### config.mk
export PLATFORM = sky130hd
export DESIGN_NAME = cpu_control_fsm
export DESIGN_NICKNAME = d
export VERILOG_FILES = /design/src/rtl/cpu_control_fsm.sv
export SDC_FILE = /design/constraint.sdc
export NUM_CORES = 1
export LEC_CHECK = 0
export CORE_ASPECT_RATIO = 1.1
export CORE_UTILIZATION = 53
export CTS_BUF_LIST = sky130_fd_sc_hd__clkbuf_8 sky130_fd_sc_hd__clkbuf_16
export DETAILED_ROUTE_END_ITERATION = 8
export GPL_ROUTABILITY_DRIVEN = 0
export PLACE_DENSITY = 0.94
export SLEW_MARGIN = 5
export SYNTH_ARGS = -nofsm -noshare
export SYNTH_HDL_FRONTEND = slang
export SYNTH_SLANG_ARGS = --single-unit
### constraint.sdc
create_clock -name clk -period 6.8 [get_ports clk]
set_input_delay 0.68 -clock clk [delete_from_list [all_inputs] [get_ports clk]]
set_output_delay 0.68 -clock clk [all_outputs]
set_load 0.005 [all_outputs]
### src/rtl/cpu_control_fsm.sv
// Control unit for the register-bank/ALU datapath. Each instruction takes at
// least three cycles: fetch, decode, execute. ALU flags close the loop through psr.
//
// state   | meaning
// --------+--------------------------------------------------------------
// FETCH   | request instruction at pc, wait for instr_valid, capture IR
// DECODE  | load registered datapath controls from IR
// EXECUTE | one-cycle write pulse, latch flags, advance or branch pc
// HALT    | core stopped until reset
module cpu_control_fsm #(
   parameter int               PC_W     = 16,
   parameter logic [PC_W-1:0]  RESET_PC = '0
) (
   input  logic            clk,
   input  logic            reset,
   input  logic [15:0]     instr,
   input  logic            instr_valid,
   input  logic [4:0]      Flags_in,
   output logic [PC_W-1:0] pc,
   output logic            fetch_req,
   output logic [15:0]     wEnable,
   output logic [15:0]     Imm_in,
   output logic [7:0]      opcode,
   output logic [3:0]      Rdest_select,
   output logic [3:0]      Rsrc_select,
   output logic            Imm_select,
   output logic [4:0]      psr,
   output logic            halted
);

   typedef enum logic [1:0] {
      S_FETCH   = 2'd0,
      S_DECODE  = 2'd1,
      S_EXECUTE = 2'd2,
      S_HALT    = 2'd3
   } state_t;

   state_t          state_q, state_d;
   logic [PC_W-1:0] pc_q, pc_d;
   logic [15:0]     ir_q, ir_d;
   logic [7:0]      opcode_q, opcode_d;
   logic [3:0]      rdest_q, rdest_d;
   logic [3:0]      rsrc_q, rsrc_d;
   logic [15:0]     imm_q, imm_d;
   logic            imm_sel_q, imm_sel_d;
   logic            wr_q, wr_d;
   logic            alu_q, alu_d;
   logic [4:0]      psr_q, psr_d;
   logic            fetch_req_q, fetch_req_d;

   logic [PC_W-1:0] disp;
   logic            taken;

   assign disp = {{(PC_W-8){ir_q[7]}}, ir_q[7:0]};

   // Branch conditions read psr only, so they see the previous ALU result.
   always_comb begin
      taken = 1'b0;
      case (ir_q[11:8])
         4'b0000: taken = psr_q[1];
         4'b0001: taken = ~psr_q[1];
         4'b1110: taken = 1'b1;
         default: taken = 1'b0;
      endcase
   end

   always_ff @(posedge clk or negedge reset) begin
      if (!reset) begin
         state_q     <= S_FETCH;
         pc_q        <= RESET_PC;
         ir_q        <= '0;
         opcode_q    <= '0;
         rdest_q     <= '0;
         rsrc_q      <= '0;
         imm_q       <= '0;
         imm_sel_q   <= 1'b1;
         wr_q        <= 1'b0;
         alu_q       <= 1'b0;
         psr_q       <= '0;
         fetch_req_q <= 1'b0;
      end else begin
         state_q     <= state_d;
         pc_q        <= pc_d;
         ir_q        <= ir_d;
         opcode_q    <= opcode_d;
         rdest_q     <= rdest_d;
         rsrc_q      <= rsrc_d;
         imm_q       <= imm_d;
         imm_sel_q   <= imm_sel_d;
         wr_q        <= wr_d;
         alu_q       <= alu_d;
         psr_q       <= psr_d;
         fetch_req_q <= fetch_req_d;
      end
   end

   always_comb begin
      state_d   = state_q;
      pc_d      = pc_q;
      ir_d      = ir_q;
      opcode_d  = opcode_q;
      rdest_d   = rdest_q;
      rsrc_d    = rsrc_q;
      imm_d     = imm_q;
      imm_sel_d = imm_sel_q;
      wr_d      = wr_q;
      alu_d     = alu_q;
      psr_d     = psr_q;

      case (state_q)
         S_FETCH: begin
            if (fetch_req_q && instr_valid) begin
               ir_d    = instr;
               state_d = S_DECODE;
            end
         end
         S_DECODE: begin
            wr_d    = 1'b0;
            alu_d   = 1'b0;
            state_d = S_EXECUTE;
            case (ir_q[15:12])
               4'b0000: begin
                  opcode_d  = {4'b0000, ir_q[7:4]};
                  rdest_d   = ir_q[11:8];
                  rsrc_d    = ir_q[3:0];
                  imm_sel_d = 1'b1;
                  alu_d     = 1'b1;
                  wr_d      = (ir_q[7:4] != 4'b1011);
               end
               4'b0101, 4'b1001, 4'b1011: begin
                  opcode_d  = {ir_q[15:12], 4'b0000};
                  rdest_d   = ir_q[11:8];
                  imm_d     = {{8{ir_q[7]}}, ir_q[7:0]};
                  imm_sel_d = 1'b0;
                  alu_d     = 1'b1;
                  wr_d      = (ir_q[15:12] != 4'b1011);
               end
               4'b0001, 4'b0010, 4'b0011, 4'b1101: begin
                  opcode_d  = {ir_q[15:12], 4'b0000};
                  rdest_d   = ir_q[11:8];
                  imm_d     = {8'h00, ir_q[7:0]};
                  imm_sel_d = 1'b0;
                  alu_d     = 1'b1;
                  wr_d      = 1'b1;
               end
               default: begin
               end
            endcase
         end
         S_EXECUTE: begin
            if (alu_q) psr_d = Flags_in;
            if (ir_q[15:12] == 4'b1111) begin
               state_d = S_HALT;
            end else begin
               state_d = S_FETCH;
               if (ir_q[15:12] == 4'b1100 && taken) pc_d = pc_q + disp;
               else                                 pc_d = pc_q + PC_W'(1);
            end
         end
         S_HALT: begin
         end
         default: state_d = S_FETCH;
      endcase
   end

   // Registered so fetch_req stays low for the first cycle after reset release.
   assign fetch_req_d = (state_d == S_FETCH);

   assign pc           = pc_q;
   assign fetch_req    = fetch_req_q;
   assign wEnable      = (state_q == S_EXECUTE && wr_q) ? (16'h0001 << rdest_q) : 16'h0000;
   assign Imm_in       = imm_q;
   assign opcode       = opcode_q;
   assign Rdest_select = rdest_q;
   assign Rsrc_select  = rsrc_q;
   assign Imm_select   = imm_sel_q;
   assign psr          = psr_q;
   assign halted       = (state_q == S_HALT);

endmodule

==> results of run 1 <==
-- Yosys cell counts (2+ instances only) --
cell type / instances
nand4b_1: 2
a211o_1: 2
o31ai_1: 2
o41ai_1: 2
and4_1: 2
and3_1: 2
xnor2_1: 4
nand4_1: 8
nand3_1: 9
o21a_1: 3
o21ai_1: 2
inv_1: 5
and2_1: 8
a22o_1: 6
nor3_1: 9
nand2_1: 53
clkbuf_1: 7
mux2_2: 33
buf_2: 7
ha_1: 15
buf_4: 7
dfrtp_1: 67
nor2b_1: 7
xor2_1: 5
nor2_1: 25
o211ai_1: 2
o21ai_0: 12
a31oi_1: 4
nand2b_1: 6
a21o_1: 5
a21oi_1: 12
-- layout make-up --
cell class	instances	share of cell area, %
clock buffer	9	2.56
clock inverter	7	2.93
inverter	5	0.389
multi-input combinational	258	36.9
sequential	68	35.2
tap	82	2.12
timing repair buffer	97	19.9
-- per-stage QoR --
| stage | std cells | total power (µW) | instance area [µm²] | setup slack [ns] | utilization, % |
|---|---|---|---|---|---|
| 6_report | 526 | 2110 | 4830 | 2.99 | 73.3 |
| 5_1_grt | 526 | 2240 | 4830 | 2.71 | 73.3 |
| 4_1_cts | 526 | 2120 | 4830 | 2.98 | 73.3 |
| 3_5_place_dp | 510 | 1670 | 4570 | 3.01 | 69.2 |
| 3_3_place_gp | 510 | 1620 | 4570 | 3.15 | 69.2 |
| 2_1_floorplan | 353 | 1250 | 3620 | 3.53 | - |
-- worst max-delay path: cells and delay by family (launching register included) --
kind	cells	cell delay, ns
flops	1	0.41
compound gates	6	1.55
xor+xnor	2	0.31
fa+ha+maj	2	0.63
simple gates	3	0.74
-- metal layers --
layer | track usage (%) | up-vias | wire length, µm
li1 | - | 1430 | -
met1 | 31.8 | 1521 | 3600
met2 | 44.6 | 134 | 4600
met3 | 4.02 | 25 | 510
met4 | 12.5 | 0 | 196
met5 | 0 | - | 0
-- flip-flops by register name, indices dropped and copies added, names as in the netlist, 2 cells and up --
name and flops:
Imm_in 9, ir_q 16, Rdest_select 4, Rsrc_select 4
state_q 2, pc 16, psr 5, opcode 8
-- worst paths after layout --
check	start	to	slack [ns]
setup / recovery	psr[1]$_DFFE_PN0P_	pc[12]$_DFFE_PN0P_	2.99
hold / removal	pc[15]$_DFFE_PN0P_	pc[15]$_DFFE_PN0P_	0.47
setup reg to reg	psr[1]$_DFFE_PN0P_	pc[12]$_DFFE_PN0P_	2.99
hold reg to reg	pc[15]$_DFFE_PN0P_	pc[15]$_DFFE_PN0P_	0.47
max in group asynchronous	reset	ir_q[8]$_DFFE_PN0P_	5.71
min in group asynchronous	reset	pc[12]$_DFFE_PN0P_	0.52
-- cell families (layout without fill, tap and decap cells) --
group                      Yosys count  after routing  synth area share (%)
DFF                                 68             68                  47.1
xor gates and xnor gates             9              9                  2.18
and+or+nand+nor                    138            138                  18.4
AOI/OAI and AO/OA                   62             62                  12.5
adders and majority gates           16             16                  5.74
muxes                               33             33                  10.3
buffers and inverters               27            118                  3.80
-- power by group --
group / switching (µW) / leakage, µW / internal (µW) / total [µW]
sequential: 201 / 0.000842 / 594 / 795
combinational: 373 / 0.00114 / 506 / 879
clock: 158 / 0.000135 / 281 / 438
total: 732 / 0.00211 / 1380 / 2110
==> summary.md, run 1 <==
| Metric | Value |
|---|---|
| CP max stage cell | nor3_1 |
| Final worst-path cycle share | 56.0% |
| NumNets Final | 479 |
| Die X-Extent | roughly 81 µm |
| First-pass GRT wire length | 13900 µm |
| CTS tree | done |
| Std-Cell Rows | 31 |
| Data required, critical path | 6.98 ns |
| Routed wire length | 8910 µm |
| Most common cell after layout, fill and taps aside | clkdlybuf4s50_1 |
| Sequential cell area | 0.00170 mm² |
| Final ANT Viol Nets | 0 |
| Clk_lat worst skew | 0.34 ns |
| Library cells used by synthesis | 51 |
| #FFs+latches synth | 68 |
| Crit path cell chain | xnor2_1, o41ai_1, nand3_1, nor3_1, nand2b_1, ha_1, fa_1, a21o_1, a221oi_2, a211oi_2, a2111oi_4, xor2_1, o21ai_1 |
| Static Leak | roughly 0.0021 µW |
| Critical path endpoint category | flip-flop |
| CTS buffer count | 9 |
| Clock sink total | between 60 and 70 |
| WL/cell | 16.9 µm |
| FMAX | 0.263 GHz |
| Clock Tree Buf Depth | 2 |
| Post-synth top flop | dfrtp_1 |
| RSZ-0062 raised after global routing | no |
| I/O Pins | 96 |
| Synth area leaders | dfrtp_1 46%, mux2_2 10%, nand2_1 5.5%, ha_1 5.2%, nor2_1 2.6% |
| Maximum net fanout on the critical path | 7 |
| Yosys top cell by area | dfrtp_1 |
| PortBufs | 95 |
| Hold WC Path Type | reg2reg |
| Initial antenna violation count | 0 |
| Final HPWL DP | 6280 µm |
| Syn_nets | ~390 |
| Slew @ Worst Pin | 1.13 ns |
| CTS resizes | 0 |
| Post-synth EDFFs | 0 |
| Post-synth ARST share | 100% |
| Post-synth top area share | 46.4% |
| Cells after Synth | around 350 |
| Maxcap violations | 0 |
| Max VDD drop | around 0.00026 V |
| Residual DRC | 0 |
| Fin crit period | roughly 3.8 ns |
| Worst Setup Start Kind | flip-flop |
| Max-slew headroom | roughly a quarter |
| Final Max Tran Viols | 0 |
| Fill cell instance count of the final layout | 450 |
| Ant diodes | 0 |
| CTS H-Tree Depth | 3 |
| Gr ovfl total | 0 |
| Worst r2r path cells | 13 |
| Die area | 0.00716 mm² |
| Setup Skew | 0.0112 ns |
| Share of cells above drive strength 1 | 13.3% |
| Synthesized area | 0.00362 mm² |
| Multi-input logic area | roughly 0.0018 mm² |
| DRT Pass-1 Iters | 5 |
| Setup Fix Bufs, Post-CTS | 0 |
| CP arrival | a little under 4 ns |
| 1st-iter DRT viols | 270 |
| Reg clk slew, reported paths | 0.08 ns |
| Crit Path Class | reg2reg |
| Final hold vios | 0 |
| Post-synthesis sequential area ratio | 47.1% |
| Vias in the first global route | 2973 |
| Tot GR Track Use | 25.9% |
| Status | finished, final reports clean |
| Core Box Area | between 0.006 and 0.007 mm² |
| Setup violators final | 0 |
| Initial core utilization | 54.9% |
| Root Driver | clkbuf_8 |
| Pwr Density | 437 mW/mm² |
| Die H | 88.6 µm |
| Synth Warn # | 0 |
| Vias | 3110 |
| Hold_ws | 0.467 ns |
| Setup tns final | 0 ns |
| Most frequent cells in the layout | 94 x clkdlybuf4s50_1, 67 x dfrtp_1, 53 x nand2_1, 33 x mux2_2, 25 x nor2_1 |
| Largest net degree at the start of global routing | 69 |
| Crit-path max cell delay | ~0.49 ns |
| Post-CTS Hold Fix Bufs | 0 |
| Hold depth | 1 |
| Vias/cell | 5.91 |
| Area Overhead vs Synth | 33.6% |
| Avg Cell Area, Syn | 10.2 µm² |
No activity file was read; power rests on OpenSTA's default activity.
==> run 2, diff against run 1 <==
- CORE_UTILIZATION: 53 -> 49
- PLACE_DENSITY: 0.94 -> 0.89
- clock period: 6.8 -> 3.59 ns (I/O delays scaled with it)
==> run 2 against run 1 <==
  * The run now ends with design-rule violations left
  * First-iteration DRC count down 25%
  * Sequential share of layout area down 0.20 points
  * Maximum frequency up 13%
  * Final area up 0.57%
  * Global-route usage down 1.4 points
  * Register-to-register slack worse by 2.8 ns
  * Critical endpoint unchanged
==> summary.md, run 2 (synthesized netlist as in run 1, its figures left out) <==
| Metric | Value |
|---|---|
| Status | complete, but fails checks |
| Failing checks | design-rule violations |
| CP arrival | roughly 3.6 ns |
| Ant diodes | 0 |
| RSZ-0062 raised after global routing | no |
| Crit path cell chain | xnor2_1, o41ai_2, nand3_1, nor3_1, nand2b_1, ha_1, fa_1, a21o_1, a221oi_4, a211oi_2, a2111oi_4, xor2_1, o21ai_1 |
| Die H | 92.1 µm |
| Crit-path max cell delay | 0.42 ns |
| Max-slew headroom | 32.9% |
| Buffers plus inverters on the worst setup path | 0 |
| Maxcap violations | 0 |
| Final HPWL DP | 6540 µm |
| Grt met3 use | 5.13% |
| Slew @ Worst Pin | 1.01 ns |
| Root Driver | clkbuf_8 |
| CTS H-Tree Depth | 3 |
| CTS resizes | 0 |
| Worst Setup Start Kind | flip-flop |
| Most common cell after layout, fill and taps aside | clkdlybuf4s50_1 |
| Static Leak | ~0.0021 µW |
| CTS buffer count | 9 |
| Vias | about 3100 |
| Clock Tree Buf Depth | 2 |
| Largest net degree at the start of global routing | between 40 and 50 |
| Routed wire length | approximately 9000 µm |
| I/O Pins | 96 |
| Gr ovfl total | 0 |
| Std-Cell Rows | 32 |
| Die X-Extent | 83.9 µm |
| First-pass GRT wire length | 14800 µm |
| PortBufs | 95 |
| DRT Pass-1 Iters | 7 |
| FMAX | 0.296 GHz |
| CP max stage cell | dfrtp_1 |
| Share of cells above drive strength 1 | 13.9% |
| Die area | 0.00773 mm² |
| Setup Skew | 0.00865 ns |
| Max VDD drop | 0.000549 V |
| Residual DRC | 8 |
| Initial core utilization | 51.0% |
| Most frequent cells in the layout | 94 x clkdlybuf4s50_1, 67 x dfrtp_1, 53 x nand2_1, 33 x mux2_2, 25 x nor2_1 |
| Met2 usage | 43.4% |
| Setup ws final | around 0.21 ns |
| Data required, critical path | 3.82 ns |
| Final worst-path cycle share | 94.2% |
| Delay-heaviest family, CP | compound AO/OA/AOI/OAI gates |
| NumNets Final | 481 |
| Final Max Tran Viols | 0 |
| WL/cell | 17.2 µm |
| Clk_lat worst skew | 0.35 ns |
| Initial antenna violation count | 0 |
| Critical path endpoint category | flip-flop |
| 1st-iter DRT viols | ~200 |
| Pwr Density | just over 800 mW/mm² |
| Vias in the first global route | 3149 |
| Fill cell instance count of the final layout | 510 |
| Core Box Area | 0.00709 mm² |
| Placement Setup Slack | about 0.14 ns |
| Fin crit period | 3.38 ns |
| Met1 GRT Util | ~29% |
| Setup Fix Bufs, Post-CTS | 0 |
| Final ANT Viol Nets | 0 |
| Final hold vios | 0 |
| Post-CTS Hold Fix Bufs | 0 |
| Area Overhead vs Synth | 34.3% |
| Multi-input logic area | 0.00180 mm² |
| Hold WC Path Type | in2async |
| Sequential cell area | 0.00170 mm² |
| Vias/cell | ~5.9 |
| CTS tree | done |
| Tot GR Track Use | 24.5% |
| Clock sink total | 68 |
| Maximum net fanout on the critical path | 4 |
| Reg clk slew, reported paths | 0.08 ns |
| Setup tns final | 0 ns |
| Grt peak-use layer | met2 |
| Setup violators final | 0 |
| Crit Path Class | reg2reg |
-- run 2: worst paths after layout --
kind                                          endpoint                   start  slack (ns)  cells after the start
worst max-delay path                pc[12]$_DFFE_PN0P_     ir_q[8]$_DFFE_PN0P_        0.21                     13
worst min-delay path                 pc[7]$_DFFE_PN0P_                   reset        0.18                      1
worst max register to register      pc[12]$_DFFE_PN0P_     ir_q[8]$_DFFE_PN0P_        0.21                     13
worst min register to register  Imm_select$_DFFE_PN1P_  Imm_select$_DFFE_PN1P_        0.47                      2
max in group asynchronous       Imm_in[14]$_DFFE_PN0P_                   reset        2.53                      2
min in group clk                Imm_select$_DFFE_PN1P_  Imm_select$_DFFE_PN1P_        0.47                      2
-- run 2: metrics by stage --
| stage | util [%] | total power, µW | hold WS [ns] | std cells | instance area [µm²] |
|---|---|---|---|---|---|
| after floorplan | - | 2360 | 0.0634 | 353 | 3620 |
| after global placement | 64.6 | 3090 | 0.448 | 515 | 4580 |
| after detailed placement | 64.6 | 3170 | 0.462 | 515 | 4580 |
| after CTS | 68.3 | 3990 | 0.208 | 531 | 4840 |
| after global routing | 68.6 | 4250 | 0.250 | 531 | 4860 |
| final | 68.6 | 4000 | 0.179 | 531 | 4860 |
-- run 2: worst reg2reg max path, delay by kind of cell, from the launching register on --
family	cells	cell delay, ns
simple gates	3	0.47
xor+xnor	2	0.34
fa+ha+maj	2	0.65
flops	1	0.42
compound gates	6	1.39
-- run 2: layout make-up --
| class | instances | share of cell area [%] |
|---|---|---|
| multi-input cells | 258 | 37.0 |
| flip-flops and latches | 68 | 35.1 |
| repair buffers | 99 | 20.1 |
| clock buffers | 11 | 3.12 |
| clock inverters | 5 | 2.21 |
| well taps | 85 | 2.19 |
| inverters | 5 | 0.386 |
-- run 2: where the power goes --
group          switching, µW  internal (µW)
clock                    298            502
combinational            721            971
sequential               385           1130
-- run 2: per-layer routing --
layer,part of all wire (%),wire [µm]
met1,39,3530
met2,53,4840
met3,5.9,538
met4,2.3,208
met5,0,0
